$ cat src/rtl/uart_pkg.sv
// Shared definitions for the 8N1 UART core: FSM encodings, oversample default
// and the baud divider calculation.
package uart_pkg;

   typedef enum logic [1:0] {RX_IDLE, RX_START, RX_DATA, RX_STOP} rx_state_e;
   typedef enum logic [1:0] {TX_IDLE, TX_START, TX_DATA, TX_STOP} tx_state_e;

   localparam int OVS_DEF = 16;

   // Rounded clock divider giving OVS ticks per bit.
   function automatic int calc_div(input longint f, input longint b, input longint ovs);
      return int'((f + (b * ovs) / 2) / (b * ovs));
   endfunction

endpackage

$ cat src/rtl/uart_baudgen.sv
// Free-running divider: counts 0..DIV-1 and pulses tick_o for one cycle at DIV-1.
module uart_baudgen #(
   parameter int DIV = 1
) (
   input  logic clk_i,
   input  logic rst_ni,
   output logic tick_o
);

   localparam int CW = (DIV > 1) ? $clog2(DIV) : 1;
   localparam logic [CW-1:0] LAST = CW'(DIV - 1);

   logic [CW-1:0] cnt_q, cnt_d;

   assign tick_o = (cnt_q == LAST);
   assign cnt_d  = tick_o ? '0 : cnt_q + 1'b1;

   always_ff @(posedge clk_i or negedge rst_ni) begin
      if (!rst_ni) cnt_q <= '0;
      else         cnt_q <= cnt_d;
   end

endmodule

$ cat src/rtl/uart_txrx_core.sv
// 8N1 full-duplex UART core: oversampled receiver and transmitter sharing one
// baud tick; tx_wr/rx_ack are level inputs qualified on their rising edge.
module uart_txrx_core
   import uart_pkg::*;
#(
   parameter int freq_hz = 25000000,
   parameter int baud    = 115200,
   parameter int OVS     = OVS_DEF
) (
   input  logic       clk,
   input  logic       rst,
   input  logic       uart_rxd,
   output logic       uart_txd,
   output logic [7:0] rx_data,
   output logic       rx_avail,
   output logic       rx_error,
   input  logic       rx_ack,
   input  logic [7:0] tx_data,
   input  logic       tx_wr,
   output logic       tx_busy
);

   localparam int DIV = calc_div(freq_hz, baud, OVS);
   localparam int TW  = $clog2(OVS);
   localparam logic [TW-1:0] T_LAST = TW'(OVS - 1);
   localparam logic [TW-1:0] T_HALF = TW'(OVS / 2 - 1);

   generate
      if (DIV < 1 || OVS < 8 || (OVS & (OVS - 1)) != 0) begin : g_param_chk
         $error("uart_txrx_core: DIV must be >= 1 and OVS a power of 2 >= 8");
      end
   endgenerate

   logic tick;

   uart_baudgen #(.DIV(DIV)) u_baudgen (
      .clk_i  (clk),
      .rst_ni (rst),
      .tick_o (tick)
   );

   // arm_q blocks edges for the first cycle after reset so held levels don't fire.
   logic [1:0] sync_q;
   logic       arm_q, wr_q, ack_q;
   logic       rxs, wr_edge, ack_edge;

   assign rxs      = sync_q[1];
   assign wr_edge  = arm_q & tx_wr  & ~wr_q;
   assign ack_edge = arm_q & rx_ack & ~ack_q;

   rx_state_e     rx_st_q, rx_st_d;
   logic [TW-1:0] rx_tc_q, rx_tc_d;
   logic [2:0]    rx_bit_q, rx_bit_d;
   logic [7:0]    rx_sh_q, rx_sh_d, rx_data_q, rx_data_d;
   logic          rx_brk_q, rx_brk_d, rx_avail_q, rx_avail_d, rx_err_q, rx_err_d;

   tx_state_e     tx_st_q, tx_st_d;
   logic [TW-1:0] tx_tc_q, tx_tc_d;
   logic [2:0]    tx_bit_q, tx_bit_d;
   logic [7:0]    tx_sh_q, tx_sh_d;
   logic          txd_q, txd_d, tx_busy_q, tx_busy_d;

   always_comb begin
      rx_st_d    = rx_st_q;
      rx_tc_d    = rx_tc_q;
      rx_bit_d   = rx_bit_q;
      rx_sh_d    = rx_sh_q;
      rx_brk_d   = rx_brk_q;
      rx_data_d  = rx_data_q;
      rx_avail_d = rx_avail_q;
      rx_err_d   = rx_err_q;
      if (ack_edge) begin
         rx_avail_d = 1'b0;
         rx_err_d   = 1'b0;
      end
      case (rx_st_q)
         RX_IDLE: if (!rxs) begin
            rx_st_d = RX_START;
            rx_tc_d = '0;
         end
         RX_START: if (tick) begin
            if (rx_tc_q == T_HALF) begin
               rx_tc_d  = '0;
               rx_bit_d = '0;
               rx_st_d  = rxs ? RX_IDLE : RX_DATA;
            end else begin
               rx_tc_d = rx_tc_q + 1'b1;
            end
         end
         RX_DATA: if (tick) begin
            rx_tc_d = rx_tc_q + 1'b1;
            if (rx_tc_q == T_LAST) begin
               rx_sh_d  = {rxs, rx_sh_q[7:1]};
               rx_bit_d = rx_bit_q + 1'b1;
               if (rx_bit_q == 3'd7) rx_st_d = RX_STOP;
            end
         end
         RX_STOP: begin
            // After a bad stop bit, hold here until the line idles so a break isn't a new start.
            if (rx_brk_q) begin
               if (rxs) begin
                  rx_brk_d = 1'b0;
                  rx_st_d  = RX_IDLE;
               end
            end else if (tick) begin
               rx_tc_d = rx_tc_q + 1'b1;
               if (rx_tc_q == T_LAST) begin
                  rx_data_d = rx_sh_q;
                  if (rxs) begin
                     rx_err_d   = rx_err_q | rx_avail_q;
                     rx_avail_d = 1'b1;
                     rx_st_d    = RX_IDLE;
                  end else begin
                     rx_err_d   = 1'b1;
                     rx_avail_d = rx_avail_q;
                     rx_brk_d   = 1'b1;
                  end
               end
            end
         end
         default: rx_st_d = RX_IDLE;
      endcase
   end

   // Each TX level is driven on the first tick of its state, so every bit lasts OVS ticks.
   always_comb begin
      tx_st_d   = tx_st_q;
      tx_tc_d   = tx_tc_q;
      tx_bit_d  = tx_bit_q;
      tx_sh_d   = tx_sh_q;
      txd_d     = txd_q;
      tx_busy_d = tx_busy_q;
      case (tx_st_q)
         TX_IDLE: if (wr_edge) begin
            tx_sh_d   = tx_data;
            tx_busy_d = 1'b1;
            tx_tc_d   = '0;
            tx_st_d   = TX_START;
         end
         TX_START: if (tick) begin
            tx_tc_d = tx_tc_q + 1'b1;
            if (tx_tc_q == '0) txd_d = 1'b0;
            if (tx_tc_q == T_LAST) begin
               tx_bit_d = '0;
               tx_st_d  = TX_DATA;
            end
         end
         TX_DATA: if (tick) begin
            tx_tc_d = tx_tc_q + 1'b1;
            if (tx_tc_q == '0) txd_d = tx_sh_q[0];
            if (tx_tc_q == T_LAST) begin
               tx_sh_d  = {1'b0, tx_sh_q[7:1]};
               tx_bit_d = tx_bit_q + 1'b1;
               if (tx_bit_q == 3'd7) tx_st_d = TX_STOP;
            end
         end
         TX_STOP: if (tick) begin
            tx_tc_d = tx_tc_q + 1'b1;
            if (tx_tc_q == '0) txd_d = 1'b1;
            if (tx_tc_q == T_LAST) begin
               tx_busy_d = 1'b0;
               tx_st_d   = TX_IDLE;
            end
         end
         default: tx_st_d = TX_IDLE;
      endcase
   end

   always_ff @(posedge clk or negedge rst) begin
      if (!rst) begin
         sync_q     <= 2'b11;
         arm_q      <= 1'b0;
         wr_q       <= 1'b0;
         ack_q      <= 1'b0;
         rx_st_q    <= RX_IDLE;
         rx_tc_q    <= '0;
         rx_bit_q   <= '0;
         rx_sh_q    <= '0;
         rx_brk_q   <= 1'b0;
         rx_data_q  <= '0;
         rx_avail_q <= 1'b0;
         rx_err_q   <= 1'b0;
         tx_st_q    <= TX_IDLE;
         tx_tc_q    <= '0;
         tx_bit_q   <= '0;
         tx_sh_q    <= '0;
         txd_q      <= 1'b1;
         tx_busy_q  <= 1'b0;
      end else begin
         sync_q     <= {sync_q[0], uart_rxd};
         arm_q      <= 1'b1;
         wr_q       <= tx_wr;
         ack_q      <= rx_ack;
         rx_st_q    <= rx_st_d;
         rx_tc_q    <= rx_tc_d;
         rx_bit_q   <= rx_bit_d;
         rx_sh_q    <= rx_sh_d;
         rx_brk_q   <= rx_brk_d;
         rx_data_q  <= rx_data_d;
         rx_avail_q <= rx_avail_d;
         rx_err_q   <= rx_err_d;
         tx_st_q    <= tx_st_d;
         tx_tc_q    <= tx_tc_d;
         tx_bit_q   <= tx_bit_d;
         tx_sh_q    <= tx_sh_d;
         txd_q      <= txd_d;
         tx_busy_q  <= tx_busy_d;
      end
   end

   assign uart_txd = txd_q;
   assign rx_data  = rx_data_q;
   assign rx_avail = rx_avail_q;
   assign rx_error = rx_err_q;
   assign tx_busy  = tx_busy_q;

endmodule

$ cat config.mk
export PLATFORM = sky130hd
export DESIGN_NAME = uart_txrx_core
export DESIGN_NICKNAME = d
export VERILOG_FILES = /design/src/rtl/uart_pkg.sv /design/src/rtl/uart_baudgen.sv /design/src/rtl/uart_txrx_core.sv
export SDC_FILE = /design/constraint.sdc
export NUM_CORES = 1
export LEC_CHECK = 0
export ABC_CLOCK_PERIOD_IN_PS = 3200
export CAP_MARGIN = 10
export CORE_UTILIZATION = 50
export DETAILED_ROUTE_END_ITERATION = 8
export PLACE_DENSITY = 0.77
export SLEW_MARGIN = 20
export SYNTH_ARGS = -nofsm -noshare
export SYNTH_HDL_FRONTEND = slang
export SYNTH_HIERARCHICAL = 1
export SYNTH_SLANG_ARGS = --single-unit
$ cat constraint.sdc
create_clock -name clk -period 3.2 [get_ports clk]
set_input_delay 0.96 -clock clk [delete_from_list [all_inputs] [get_ports clk]]
set_output_delay 0.96 -clock clk [all_outputs]
set_load 0.05 [all_outputs]
Yosys cells after proc, flatten, opt, wreduce, memory -nomap -nowiden. Index checks and enable logic that the tools add are counted. W data, S select, Z words.

Input bits: 13. Register bits after elaboration: 56. Word-level logic and storage cells: 158. Output and inout bits: 12.

Reductions and logical operators: 20. $add $sub $neg: 5. Muxes and demuxes: 72. Bitwise operators: 8. Equal/unequal tests: 34.

Operators by type and width (number): $mux W2 (19); $mux W4 (8); $ne A2 B2 Y1 const B (13); $mux W1 (25); $mux W3 (8); $mux W8 (3); $pmux W2 S4 (2); $pmux W4 S4 (1); $pmux W8 S2 (1); $reduce_and A8 Y1 (2); $add A4 B1 Y4 const B (3); $eq A4 B4 Y1 const B (3); $ne A2 B1 Y1 const B (6); $pmux W3 S2 (2); $reduce_and A4 Y1 (3); $reduce_and A5 Y1 (2); $eq A2 B2 Y1 const B (4); $pmux W4 S2 (1); $reduce_bool A2 Y1 (4); $reduce_and A7 Y1 (1); $add A3 B1 Y3 const B (2); $eq A3 B3 Y1 const B (2); $reduce_and A3 Y1 (2); $ne A5 B5 Y1 const B (1); other kinds (14) (21).

Logic depth before layout (Yosys ltp).
Depth after elaboration: 7. Mapped depth: 7. Mapped depth without buffers: 6.

Hierarchy. The synthesis kept the hierarchy.

By module, submodules not included: uart_txrx_core (sequential area each 1305.0 um2, cells each 204, area each 2488.6 um2, times used 1); uart_baudgen (sequential area each 100.1 um2, cells each 14, area each 172.7 um2, times used 1).

Least setup slack after synthesis. OpenSTA, ideal clock, no wires.

Path type: reg-to-reg. From: register u_baudgen.cnt_q[0]. To: register tx_sh_q[0]. Setup slack: 959 ps. Arrival time: 2116 ps. Buffers on the path: 1. Stages on the path, launching flop included: 8. Cell sequence: dfrtp_1 nand2_2 nor3b_1 and4_2 buf_2 nand2_1 a21oi_4 mux2_2.

Longest elaborated chain between the ends: 3.

RTL lines: start: declaration (line uart_baudgen.sv:13) `logic [CW-1:0] cnt_q, cnt_d;`; start signal: assignment (line uart_baudgen.sv:20) `else cnt_q <= cnt_d;`; $eq A4 B4 Y1 (line uart_baudgen.sv:15) `assign tick_o = (cnt_q == LAST);`; named net tick (line uart_txrx_core.sv:34) `logic tick;`; $ne A2 B1 Y1 (no source line); $reduce_and A4 Y1 (no source line); end signal: assignment (line uart_txrx_core.sv:205) `tx_sh_q <= tx_sh_d;`; end: declaration (line uart_txrx_core.sv:60) `logic [7:0] tx_sh_q, tx_sh_d;`.

The timed path passes the listed nets, and every way through them passes these cells. A chain may end at the register's enable or synchronous reset.

Worst setup path after layout.
From: register txd_q, in the netlist uart_txd. To: output port uart_txd.

RTL lines: start: declaration (line uart_txrx_core.sv:61) `logic txd_q, txd_d, tx_busy_q, tx_busy_d;`; start signal: assignment (line uart_txrx_core.sv:206) `txd_q <= txd_d;`; end: declaration (line uart_txrx_core.sv:13) `output logic uart_txd,`.

No word-level cell between the ends.

==> reports/metrics.yaml <==
logic_synthesis:
  yosysSeqAreaShare_pct: 52.8
  synthArstFlopShare_pct: 100
  postSynthCellCount: 218
  synth_edf_count: 0
  yosysUniqueCellTypes: 47
  synth_fp_nets: 243
  synth_seq_cells: 56
  syn_area_per_cell_um2: 12.2
  yosysWarnings: 6
  synth_top_flop_cell: "dfrtp_1"
  netlist_area_um2: 2660
worst_setup_path:
  crit_type: "flop to output port"
  r2r_slack_ps: 1050
  critPathMaxFanout: 2
  ff2ff_path_depth: 7
  r2r-start: "u_baudgen/cnt_q[0]"
  reg2reg_to: "tx_sh_q[1]"
  crit_buf_inv: 1
  critPathLaunchType: "flop"
  required_ps: 2240
  crit_family: "buffers and inverters"
  worstPathCellList: "clkdlybuf4s50_1"
  crit_arrival_ps: 1640
  cp-end-kind: "output port"
  worst_path_max_delay_cell: "clkdlybuf4s50_1"
  cpPeakStageDelay_ps: 790
grt:
  grt_pass1_wl_um: 7220
  antenna_found_initial: 0
  grt.total_usage_pct: 17.5
  grt_max_degree: 33
  grt_overflow: 0
  grt_pass1_vias: 1534
clocking:
  clockRootBuffer: "clkbuf_8"
  htree_num_levels: 2
  postCtsResizedCells: 0
  clock_latency_ps: 320
  clk_path_buf_depth: 2
  numCtsBuffers: 5
  cts.clk_slew.worst_paths_ps: 100
  cts_sinks: 56
  cts_tree: "done"
  post-cts-setup-buffer-count: 0
  cts_hold_buf: 0
floorplan:
  initial_core_util_pct: 52.1
  fp.dieW_um: 75.0
  floorplan.io_pins: 25
  dieArea_um2: 5620
  core_area_um2: 5110
  die_h_um: 75.0
  std_cell_rows: 26
hold_path:
  hold_class: "flop to flop"
  hold_path_end: "sync_q[1]"
  min-delay-start: "sync_q[0]"
  hold_depth: 0
route:
  dr.pass1.iters: 4
  met1Wirelength_um: 2130
  met3_length_um: 115
  via_per_inst: 5.48
  first_iter_violations: 58
  wl_per_cell_um: 13.8
  top_layer: "met4"
  wl_um: 4360
  vias: 1725
  met2RoutedLength_um: 2040
  antenna_left: 0
  drc: 0
sta:
  hold_viol: 0
  fin_ws_ps: 600
  rsz0062_at_grt: "false"
  max_slew_margin_pct: 59.1
  fin_hold_ws_ps: 362
  slew_viol_final: 0
  worst_pin_slew_ps: 613
  setup_violations: 0
  skew_ps: 10.7
  period_minus_slack_ps: 2600
  fmax_mhz: 385
  setup_tns_ps: 0
  min_period_over_period_pct: 81.2
cells_and_area:
  final_common_cell: "dfrtp_1"
  syn2layout_area_growth_pct: 15.6
  layout_common_cells: "dfrtp_1, mux2_2, clkdlybuf4s50_1"
  utilization_pct: 60.2
  nets: 269
  layout.cells.non_filler: 315
  drive_gt1_share_pct: 24.5
  diodes: 0
place:
  place_congestion: 0.725
  dp_worst_setup_slack_ps: 525
  hpwlAfterDp_um: 3090
  portBuffers: 24
  dp_cells: 307
power:
  p_per_area_nw_per_um2: 562
  leakagePower_nw: 1.36
  vdd_drop_max_mv: 0.376
outcome:
  outcome: "completed"
job:
  drv_cap: 0
flip-flops by register name (all words and copies together) (netlist names), 2 cells and up, named ones only:
name	count
tx_bit_q	3
tx_sh_q	8
u_baudgen/cnt_q	4
rx_data	8
tx_st_q	2
rx_bit_q	3
tx_tc_q	4
sync_q	2
rx_tc_q	4
rx_sh_q	8
stage by stage:
stage	power (mW)	area (um2)
after global placement	1.34	2980
after global routing	1.84	3080
final	1.73	3080
after detailed placement	1.35	2980
after CTS	1.75	3080
after floorplan	1.23	2660
cell usage after synthesis (3+ instances only):
| cell | number | share of area (%) |
|---|---|---|
| mux2_2 | 34 | 14 |
| a21oi_1 | 11 | 2.1 |
| a31oi_1 | 3 | 0.71 |
| clkbuf_1 | 4 | 0.56 |
| buf_2 | 3 | 0.56 |
| a32o_1 | 3 | 1.1 |
| nand2_1 | 17 | 2.4 |
| nor2_1 | 6 | 0.85 |
| ha_1 | 12 | 5.6 |
| a22o_1 | 3 | 0.99 |
| dfstp_2 | 3 | 3.0 |
| nor3b_1 | 3 | 0.85 |
| o21ai_0 | 12 | 2.3 |
| dfrtp_1 | 53 | 50 |
| inv_1 | 10 | 1.4 |
routing by layer:
layer  GRT usage (%)  up-vias
met3            4.42        7
met1            25.0      847
met5               0        -
li1                -      847
met2            25.9       24
met4            6.71        0
kinds of logic after synthesis:
| group | after synthesis | share of synthesized area (%) |
|---|---|---|
| DFF | 56 | 52.8 |
| AOI/OAI and AO/OA | 49 | 13.8 |
| and+or+nand+nor | 46 | 9.69 |
| muxes | 36 | 15.1 |
| buffers and inverters | 18 | 2.82 |
| adders and majority gates | 12 | 5.64 |
| other | 1 | 0.141 |
worst max path at each step:
stage	start	end	slack, ps	depth (start not counted)
after floorplan	u_baudgen/cnt_q[0]	tx_sh_q[0]	960	7
after global placement	tx_wr	tx_sh_q[3]	560	5
after detailed placement	tx_wr	tx_sh_q[1]	530	5
after CTS	uart_txd	uart_txd	580	1
after global routing	uart_txd	uart_txd	550	1
final	uart_txd	uart_txd	600	1
power breakdown:
part	internal, mW	switching, mW	total, mW
logic	0.231	0.223	0.454
registers	0.808	0.0689	0.877
clock network	0.160	0.239	0.399
layout make-up:
type | count | area (um2)
Multi-Input combinational cell | 144 | 1180
Tap cell | 70 | 87.6
Sequential cell | 56 | 1410
Inverter | 10 | 37.5
Fill cell | 430 | 2030
Clock inverter | 3 | 25.0
Timing Repair Buffer | 27 | 270
Clock buffer | 5 | 68.8
No activity file was read; power rests on OpenSTA's default activity.
